$ cat src/rtl/frame_buffer_window_reader.sv
// frame_buffer_window_reader: sweeps the columns of a 3-row frame buffer,
// assembles 3x3 pixel windows and hands them out over valid/ready.
// Ports:
//   I_CLK, I_RESET            clock, synchronous active-high reset
//   I_START, I_TOP_ROW        start a sweep, buffer row used as window row 0
//   O_COLUMN, O_ROW           frame buffer read address
//   O_READ_ENABLE, I_PIXEL    read strobe, read data (one cycle latency)
//   O_WINDOW                  3x3 window, element 3*r+c at [k*DEPTH +: DEPTH]
//   O_CENTER_COLUMN           buffer column of the window centre
//   O_WINDOW_VALID            window available
//   I_WINDOW_READY            consumer accepts the window
//   O_BUSY, O_DONE            sweep in progress, end-of-sweep pulse
module frame_buffer_window_reader #(
    parameter int P_COLUMNS     = 640,
    parameter int P_ROWS        = 3,
    parameter int P_PIXEL_DEPTH = 24
) (
    input  logic                           I_CLK,
    input  logic                           I_RESET,
    input  logic                           I_START,
    input  logic [$clog2(P_ROWS)-1:0]      I_TOP_ROW,
    output logic [$clog2(P_COLUMNS)-1:0]   O_COLUMN,
    output logic [$clog2(P_ROWS)-1:0]      O_ROW,
    output logic                           O_READ_ENABLE,
    input  logic [P_PIXEL_DEPTH-1:0]       I_PIXEL,
    output logic [9*P_PIXEL_DEPTH-1:0]     O_WINDOW,
    output logic [$clog2(P_COLUMNS)-1:0]   O_CENTER_COLUMN,
    output logic                           O_WINDOW_VALID,
    input  logic                           I_WINDOW_READY,
    output logic                           O_BUSY,
    output logic                           O_DONE
);

    localparam int CW = $clog2(P_COLUMNS);
    localparam int RW = $clog2(P_ROWS);
    localparam int PW = P_PIXEL_DEPTH;
    localparam logic [CW-1:0] LAST_COL = CW'(P_COLUMNS - 1);
    localparam logic [RW-1:0] LAST_ROW = RW'(P_ROWS - 1);

    typedef enum logic [2:0] {
        S_IDLE,
        S_RD0,
        S_RD1,
        S_RD2,
        S_CAP,
        S_EMIT,
        S_FIN
    } state_t;

    state_t state, state_nx;

    logic [RW-1:0] top, top_nx;
    logic [CW-1:0] col_nx;
    logic [RW-1:0] row_nx;
    logic          rd_en_nx;
    logic [CW-1:0] center_nx;
    logic          valid_nx;
    logic          busy_nx;
    logic          done_nx;
    logic [PW-1:0] pix0, pix1;

    function automatic logic [RW-1:0] row_inc(input logic [RW-1:0] r);
        return (r == LAST_ROW) ? '0 : r + RW'(1);
    endfunction

    // Outputs are registered, so the comb block computes their values
    // for the state being entered.
    always_comb begin
        state_nx  = state;
        top_nx    = top;
        col_nx    = O_COLUMN;
        row_nx    = O_ROW;
        center_nx = O_CENTER_COLUMN;
        valid_nx  = O_WINDOW_VALID;

        unique case (state)
            S_IDLE: begin
                if (I_START) begin
                    top_nx   = (int'(I_TOP_ROW) >= P_ROWS) ? '0 : I_TOP_ROW;
                    col_nx   = '0;
                    state_nx = S_RD0;
                end
            end
            S_RD0: state_nx = S_RD1;
            S_RD1: state_nx = S_RD2;
            S_RD2: state_nx = S_CAP;
            S_CAP: begin
                // The first two columns only prime the window.
                if (O_COLUMN >= CW'(2)) begin
                    valid_nx  = 1'b1;
                    center_nx = O_COLUMN - CW'(1);
                    state_nx  = S_EMIT;
                end else begin
                    col_nx   = O_COLUMN + CW'(1);
                    state_nx = S_RD0;
                end
            end
            S_EMIT: begin
                if (I_WINDOW_READY) begin
                    valid_nx = 1'b0;
                    if (O_COLUMN == LAST_COL) begin
                        state_nx = S_FIN;
                    end else begin
                        col_nx   = O_COLUMN + CW'(1);
                        state_nx = S_RD0;
                    end
                end
            end
            S_FIN:   state_nx = S_IDLE;
            default: state_nx = S_IDLE;
        endcase

        unique case (state_nx)
            S_RD0:   row_nx = top_nx;
            S_RD1:   row_nx = row_inc(top_nx);
            S_RD2:   row_nx = row_inc(row_inc(top_nx));
            default: row_nx = O_ROW;
        endcase

        rd_en_nx = (state_nx == S_RD0) || (state_nx == S_RD1)
                || (state_nx == S_RD2);
        busy_nx  = (state_nx != S_IDLE) && (state_nx != S_FIN);
        done_nx  = (state_nx == S_FIN);
    end

    always_ff @(posedge I_CLK) begin
        if (I_RESET) begin
            state           <= S_IDLE;
            top             <= '0;
            O_COLUMN        <= '0;
            O_ROW           <= '0;
            O_READ_ENABLE   <= 1'b0;
            O_CENTER_COLUMN <= '0;
            O_WINDOW_VALID  <= 1'b0;
            O_BUSY          <= 1'b0;
            O_DONE          <= 1'b0;
            O_WINDOW        <= '0;
            pix0            <= '0;
            pix1            <= '0;
        end else begin
            state           <= state_nx;
            top             <= top_nx;
            O_COLUMN        <= col_nx;
            O_ROW           <= row_nx;
            O_READ_ENABLE   <= rd_en_nx;
            O_CENTER_COLUMN <= center_nx;
            O_WINDOW_VALID  <= valid_nx;
            O_BUSY          <= busy_nx;
            O_DONE          <= done_nx;

            // Read data lags the strobe by one state: RD1 sees row 0,
            // RD2 sees row 1 and CAP sees row 2.
            if (state == S_RD1) begin
                pix0 <= I_PIXEL;
            end
            if (state == S_RD2) begin
                pix1 <= I_PIXEL;
            end
            if (state == S_CAP) begin
                O_WINDOW[0*PW +: PW] <= O_WINDOW[1*PW +: PW];
                O_WINDOW[1*PW +: PW] <= O_WINDOW[2*PW +: PW];
                O_WINDOW[2*PW +: PW] <= pix0;
                O_WINDOW[3*PW +: PW] <= O_WINDOW[4*PW +: PW];
                O_WINDOW[4*PW +: PW] <= O_WINDOW[5*PW +: PW];
                O_WINDOW[5*PW +: PW] <= pix1;
                O_WINDOW[6*PW +: PW] <= O_WINDOW[7*PW +: PW];
                O_WINDOW[7*PW +: PW] <= O_WINDOW[8*PW +: PW];
                O_WINDOW[8*PW +: PW] <= I_PIXEL;
            end
        end
    end

endmodule

$ cat config.mk
export PLATFORM = sky130hd
export DESIGN_NAME = frame_buffer_window_reader
export DESIGN_NICKNAME = d
export VERILOG_FILES = /design/src/rtl/frame_buffer_window_reader.sv
export SDC_FILE = /design/constraint.sdc
export NUM_CORES = 1
export LEC_CHECK = 0
export CAP_MARGIN = 20
export CORE_ASPECT_RATIO = 1.75
export CORE_MARGIN = 4
export CORE_UTILIZATION = 50
export CTS_CLUSTER_DIAMETER = 120
export DETAILED_ROUTE_END_ITERATION = 7
export GPL_ROUTABILITY_DRIVEN = 0
export PLACE_DENSITY = 0.9
export SLEW_MARGIN = 20
export SYNTH_ARGS = -nofsm -noshare
export SYNTH_HDL_FRONTEND = slang
export SYNTH_SLANG_ARGS = --single-unit
$ cat constraint.sdc
create_clock -name I_CLK -period 3.1 [get_ports I_CLK]
set_input_delay 0.62 -clock I_CLK [delete_from_list [all_inputs] [get_ports I_CLK]]
set_output_delay 0.62 -clock I_CLK [all_outputs]
set_load 0.02 [all_outputs]
==> impl_metrics.ini <==
[yosys]
ys.flop_type = dfxtp_1
async_reset_ff_share_pct = 0
synth_edf_count = 0
synth_seq_cells = 295
ys_top_cells_by_area = dfxtp_1 56%, nand2_1 19%, a21oi_1 13%
synth_top_area_share_pct = 55.9
syn_inst = 1341
syn-mean-instance-area_um2 = 7.88
syn_area_um2 = 10600
yosys_warnings = 0
synth_sequential_area_ratio_pct = 55.9
yosysUniqueCellTypes = 39
syn-num-nets = 1374
yosysTopAreaCell = dfxtp_1

[power_and_ir_drop]
ir_drop_mv = 0.559
p_leak_nw = 4.62
p_per_area_nw_per_um2 = 528
total_power_mw = 7.51

[clocking]
root_buffer = clkbuf_16
cts.sinks = 295
clkLatencyLatePin_ps = 530
numCtsBuffers = 26
ctsHoldBuffers = 0
cts.path.max_buffers = 3
cts_setup_buffers = 0
clk_pin_slew_ps = 60
cts.repair.resized = 0
cts_tree = done
h-tree-depth = 1

[timing]
drv_slew = 0
rsz0062_at_grt = no
relSlewSlack_pct = 27.6
tightest_slew_ps = 1080
skew_ps = 23.1
hold_violations = 0
clock.fmax_mhz = 383
min_period_over_period_pct = 84.2
tns_ps = 0
period_minus_slack_ps = 2610
setup_viol = 0

[setup_path]
reg2reg_depth = 5
cp.required_ps = 3560
criticalPathCategory = flop to flop
cp_max_fo = 18
r2r-end = O_COLUMN[5]
ff2ff_setup_slack_ps = 490
startpoint_type = flop
cp-end-kind = flop
timing.rr.start = O_COLUMN[2]
worstPathArrival_ps = 3070

[global_route]
grt_pass1_wl_mm = 48.4
grtUsageTotal_pct = 24.6
grt_max_degree = 166
grt_pass1_vias = 9241
gr-total-overflow = 0
antenna_found_initial = 0

[route]
ant_nets = 0
dr.pass1.iters = 5
vias_per_cell = 5.33
dr_total_vias = 9713
wl_per_cell_um = 16.6
wl_mm = 30.3
drc_errors = 0
drt_iter0_markers = 821

[floorplan]
die_w_um = 118
num_rows = 70
io_pins = 272
die_y_um = 200
dieArea_um2 = 23600
core_region_area_um2 = 20800
initial_utilization_pct = 50.7

[cells_and_area]
stdcell_area_um2 = 14200
syn2layout_area_growth_pct = 34.7
nets = 1586
fin_cells = 1821
final_layout_size_suffix_gt1_share_pct = 3.76
diodes = 0

[min_path]
min-delay-start = O_WINDOW[19]
worstHoldEndpoint = O_WINDOW[19]
holdPathStages = 2
hp-class = flop to flop

[run_status]
status = finished clean

[placed_design]
dp_hpwl_mm = 21.0
dpl_cell_area_um2 = 13400
dp.cells = 1777
port_buffers = 271

[job]
cap_violations = 0
worst max-delay path by stage:
stage	endpoint	from	depth (start not counted)	slack [ps]
after floorplan	O_COLUMN[9]	O_COLUMN[3]	6	900
after detailed placement	O_COLUMN[5]	I_WINDOW_READY	6	460
after global routing	O_COLUMN[5]	O_COLUMN[2]	5	350
final	O_COLUMN[5]	O_COLUMN[2]	5	490
after CTS	O_COLUMN[5]	O_COLUMN[2]	5	500
after global placement	O_COLUMN[9]	I_WINDOW_READY	6	580
cell usage in the layout (no fill, tap or decap), types with 3 or more instances in the layout:
cell	Yosys	layout
inv_1	8	8
a21oi_1	280	280
clkbuf_1	96	5
nand3_1	6	6
a211oi_1	8	8
dfxtp_1	295	295
mux2i_1	4	4
xnor2_1	5	5
ha_1	3	3
clkinv_2	0	6
clkbuf_16	0	27
and3_1	3	3
clkdlybuf4s50_1	0	270
nand4_1	3	3
nand2b_1	3	3
o31ai_1	8	8
or3_1	4	4
nand2_1	535	534
nor2_1	24	23
clkbuf_8	0	5
or4_1	11	11
nor3_1	6	4
buf_4	0	6
buf_12	0	5
nor2b_1	4	4
o21ai_0	8	8
flip-flops by register name, summed over array words and instances, names as in the netlist:
| signal | cells |
|---|---|
| state | 3 |
| O_CENTER_COLUMN | 10 |
| O_DONE | 1 |
| pix0 | 24 |
| O_BUSY | 1 |
| O_WINDOW_VALID | 1 |
| O_READ_ENABLE | 1 |
| O_COLUMN | 10 |
| O_WINDOW | 216 |
| top | 2 |
| pix1 | 24 |
| O_ROW | 2 |
cell type report:
cell class,count,area [µm²]
Clock inverter,8,90.1
Fill cell,1621,6620
Timing Repair Buffer,282,2860
Sequential cell,295,5910
Inverter,8,30.0
Tap cell,252,315
Clock buffer,36,749
Multi-Input combinational cell,940,4270
power by group:
part	switching [mW]	internal (mW)	leakage [nW]	total, mW
Clock	1.37	1.84	0.419	3.22
Sequential	0.0429	3.84	2.38	3.88
Combinational	0.269	0.138	1.82	0.407
layer usage:
metal,wire [µm],vias to the layer above,global-route usage (%)
met2,15700,339,44.7
met4,1890,0,13.9
met3,1560,103,3.79
met5,0,-,0
li1,-,4811,-
met1,11100,4460,27.0
stage by stage:
stage	utilization (%)	worst slack [ps]	hold slack, ps
floorplan	-	899	432
global placement	64.2	580	440
detailed placement	64.2	460	445
CTS	68.2	504	455
global route	68.2	355	471
finish	68.2	489	453
synth_stat cells (5+ instances only):
master and number:
a211oi_1 8, a21oi_1 280, clkbuf_1 96, dfxtp_1 295, inv_1 8, nand2_1 535, nand3_1 6, nor2_1 24
nor3_1 6, o21ai_0 8, o31ai_1 8, or4_1 11, xnor2_1 5
worst max-delay path, stage by stage, from the launching register on:
cell,delay [ps]
dfxtp_1,430
or4_4,600
nor4_4,390
o211ai_2,330
or4_1,600
a21oi_1,180
cells by family (layout without fill, tap and decap cells):
family | Yosys count | in the layout | synth area share [%]
AND/OR/NAND/NOR | 609 | 609 | 23.1
adder cells (fa/ha/maj) | 3 | 3 | 0.355
flip-flops | 295 | 295 | 55.9
XOR/XNOR | 7 | 7 | 0.580
buffers and inverters | 106 | 334 | 3.84
multiplexers | 4 | 4 | 0.379
AO/OA/AOI/OAI | 317 | 317 | 15.8
Power figures use the tool's default switching activity.
==> variant: new RTL, same flow settings <==
Set the parameter `P_PIXEL_DEPTH` to 48 (it was 24).
--- a/src/rtl/frame_buffer_window_reader.sv
+++ b/src/rtl/frame_buffer_window_reader.sv
@@ -13,7 +13,7 @@
 module frame_buffer_window_reader #(
     parameter int P_COLUMNS     = 640,
     parameter int P_ROWS        = 3,
-    parameter int P_PIXEL_DEPTH = 24
+    parameter int P_PIXEL_DEPTH = 48
 ) (
     input  logic                           I_CLK,
     input  logic                           I_RESET,
Interface: changed (resized I_PIXEL and O_WINDOW); port bits go from 272 to 512. The function was not compared with the original's and may differ.
==> variant against the original RTL <==
- via count up 96%
- first-iteration DRC count up 100%
- routed wire length up 120%
- fmax down 10%
- non-clock buffer count up 258
- sequential cell count up 264
- count of clock-buffer cells in the layout up 23
- area after synthesis up 85%
- clock skew up 1.8 ps
- cell area up 88%
- total power up 93%
- cell count up 88%
- worst setup slack worse by 290 ps
- critical path type unchanged
- critical endpoint is now O_COLUMN[4]
- largest cell class unchanged
==> variant: results <==
set metrics [dict create \
    grt_usage 0.306 \
    synthMuxAreaShare 0.00218 \
    syn_nets 2555 \
    grt_pass1_wl_um 103000 \
    ctsResizeCount 0 \
    cp-startpoint "O_COLUMN[0]" \
    combinationalPower_w 0.000537 \
    worst_slew_pin_slew_ps 965 \
    overflow 0 \
    drive_gt1_frac 0.0453 \
    cts_buffers 48 \
    postCtsSetupRepairBufs 0 \
    syn_area_per_cell_um2 7.82 \
    n_antenna_cell 0 \
    dpl_cell_area_um2 24900 \
    synth-seq-area-share 0.573 \
    end_kind "flip-flop" \
    whs_endpoint "O_WINDOW[111]" \
    rrSetupSlack_ps 200 \
    p_sw_w 0.00317 \
    reg_top3 "O_WINDOW (432), pix0 (48), pix1 (48)" \
    dp.cells 3330 \
    ys_top_cells_by_count "nand2_1, dfxtp_1, a21oi_1, clkbuf_1, nor2_1" \
    drt_iter0_drc 1645 \
    min_period_ps 2900 \
    r2r_end "O_COLUMN[4]" \
    clk_pin_slew_ps 70 \
    synth.area.top_cells "dfxtp_1, nand2_1, a21oi_1, clkbuf_1, nor2_1" \
    worstHoldStart "pix0[15]" \
    hpwl_um 47700 \
    pwr-share-clk 0.460 \
    leakage_nw 8.65 \
    nFillCells 2796 \
    fin_nets 2953 \
    ir_drop_uv 499 \
    drt-pass1-iter-count 6 \
    status "finished, final reports clean" \
    vias 19000 \
    path_max_fanout 16 \
    switching_share 0.219 \
    r2r_start "O_COLUMN[0]" \
    port-buffer-count 511 \
    timing.hold.ws_ps 442 \
    async_flop_share 0 \
    grt_max_degree 119 \
    synth-xor-area-share 0.00359 \
    wire_per_inst_um 19.9 \
    clock_skew_ps 24.9 \
    synthAdderAreaFrac 0.00192 \
    clock_latency_ps 570 \
    avgViaCountPerCell 5.57 \
    first_global_vias 18400 \
    rr_worst_depth 7 \
    pre_cts_slack_ps 254 \
    antenna_found_initial 0 \
    htree_num_levels 2 \
    synth_cell_types 43 \
    synth_compound_area_frac 0.151 \
    cp.arrival_ps 3370 \
]
variant: changes by cell type after synthesis, moves of 3 or more:
cell	before	now
a211oi_1	8	11
a21oi_1	280	541
and3_1	3	0
clkbuf_1	96	186
dfxtp_1	295	559
nand2_1	535	1071
nor2_1	24	27
nor3_1	6	9
o21ai_0	8	4
or2_2	1	5
or4_1	11	8
variant: worst max-delay path, stage by stage, from the launching register on:
cell	delay (ps)
dfxtp_1	480
inv_1	140
ha_1	210
or4_2	560
or4_4	470
and3_4	250
or4_1	520
a21oi_1	190
variant: cell type report:
type	count	area, µm²	share of cell area
Tap cell	485	607	0.0227
Clock inverter	29	445	0.0167
Inverter	6	22.5	0.000844
Timing Repair Buffer	540	5490	0.206
Clock buffer	59	1320	0.0496
Multi-Input combinational cell	1741	7610	0.285
Sequential cell	559	11200	0.419
variant: routing by layer:
metal,GRT usage,wire (µm),part of all wire
met5,0,0,0
met4,0.171,4490,0.066
met3,0.0680,5410,0.079
met2,0.532,34500,0.51
met1,0.339,23600,0.35
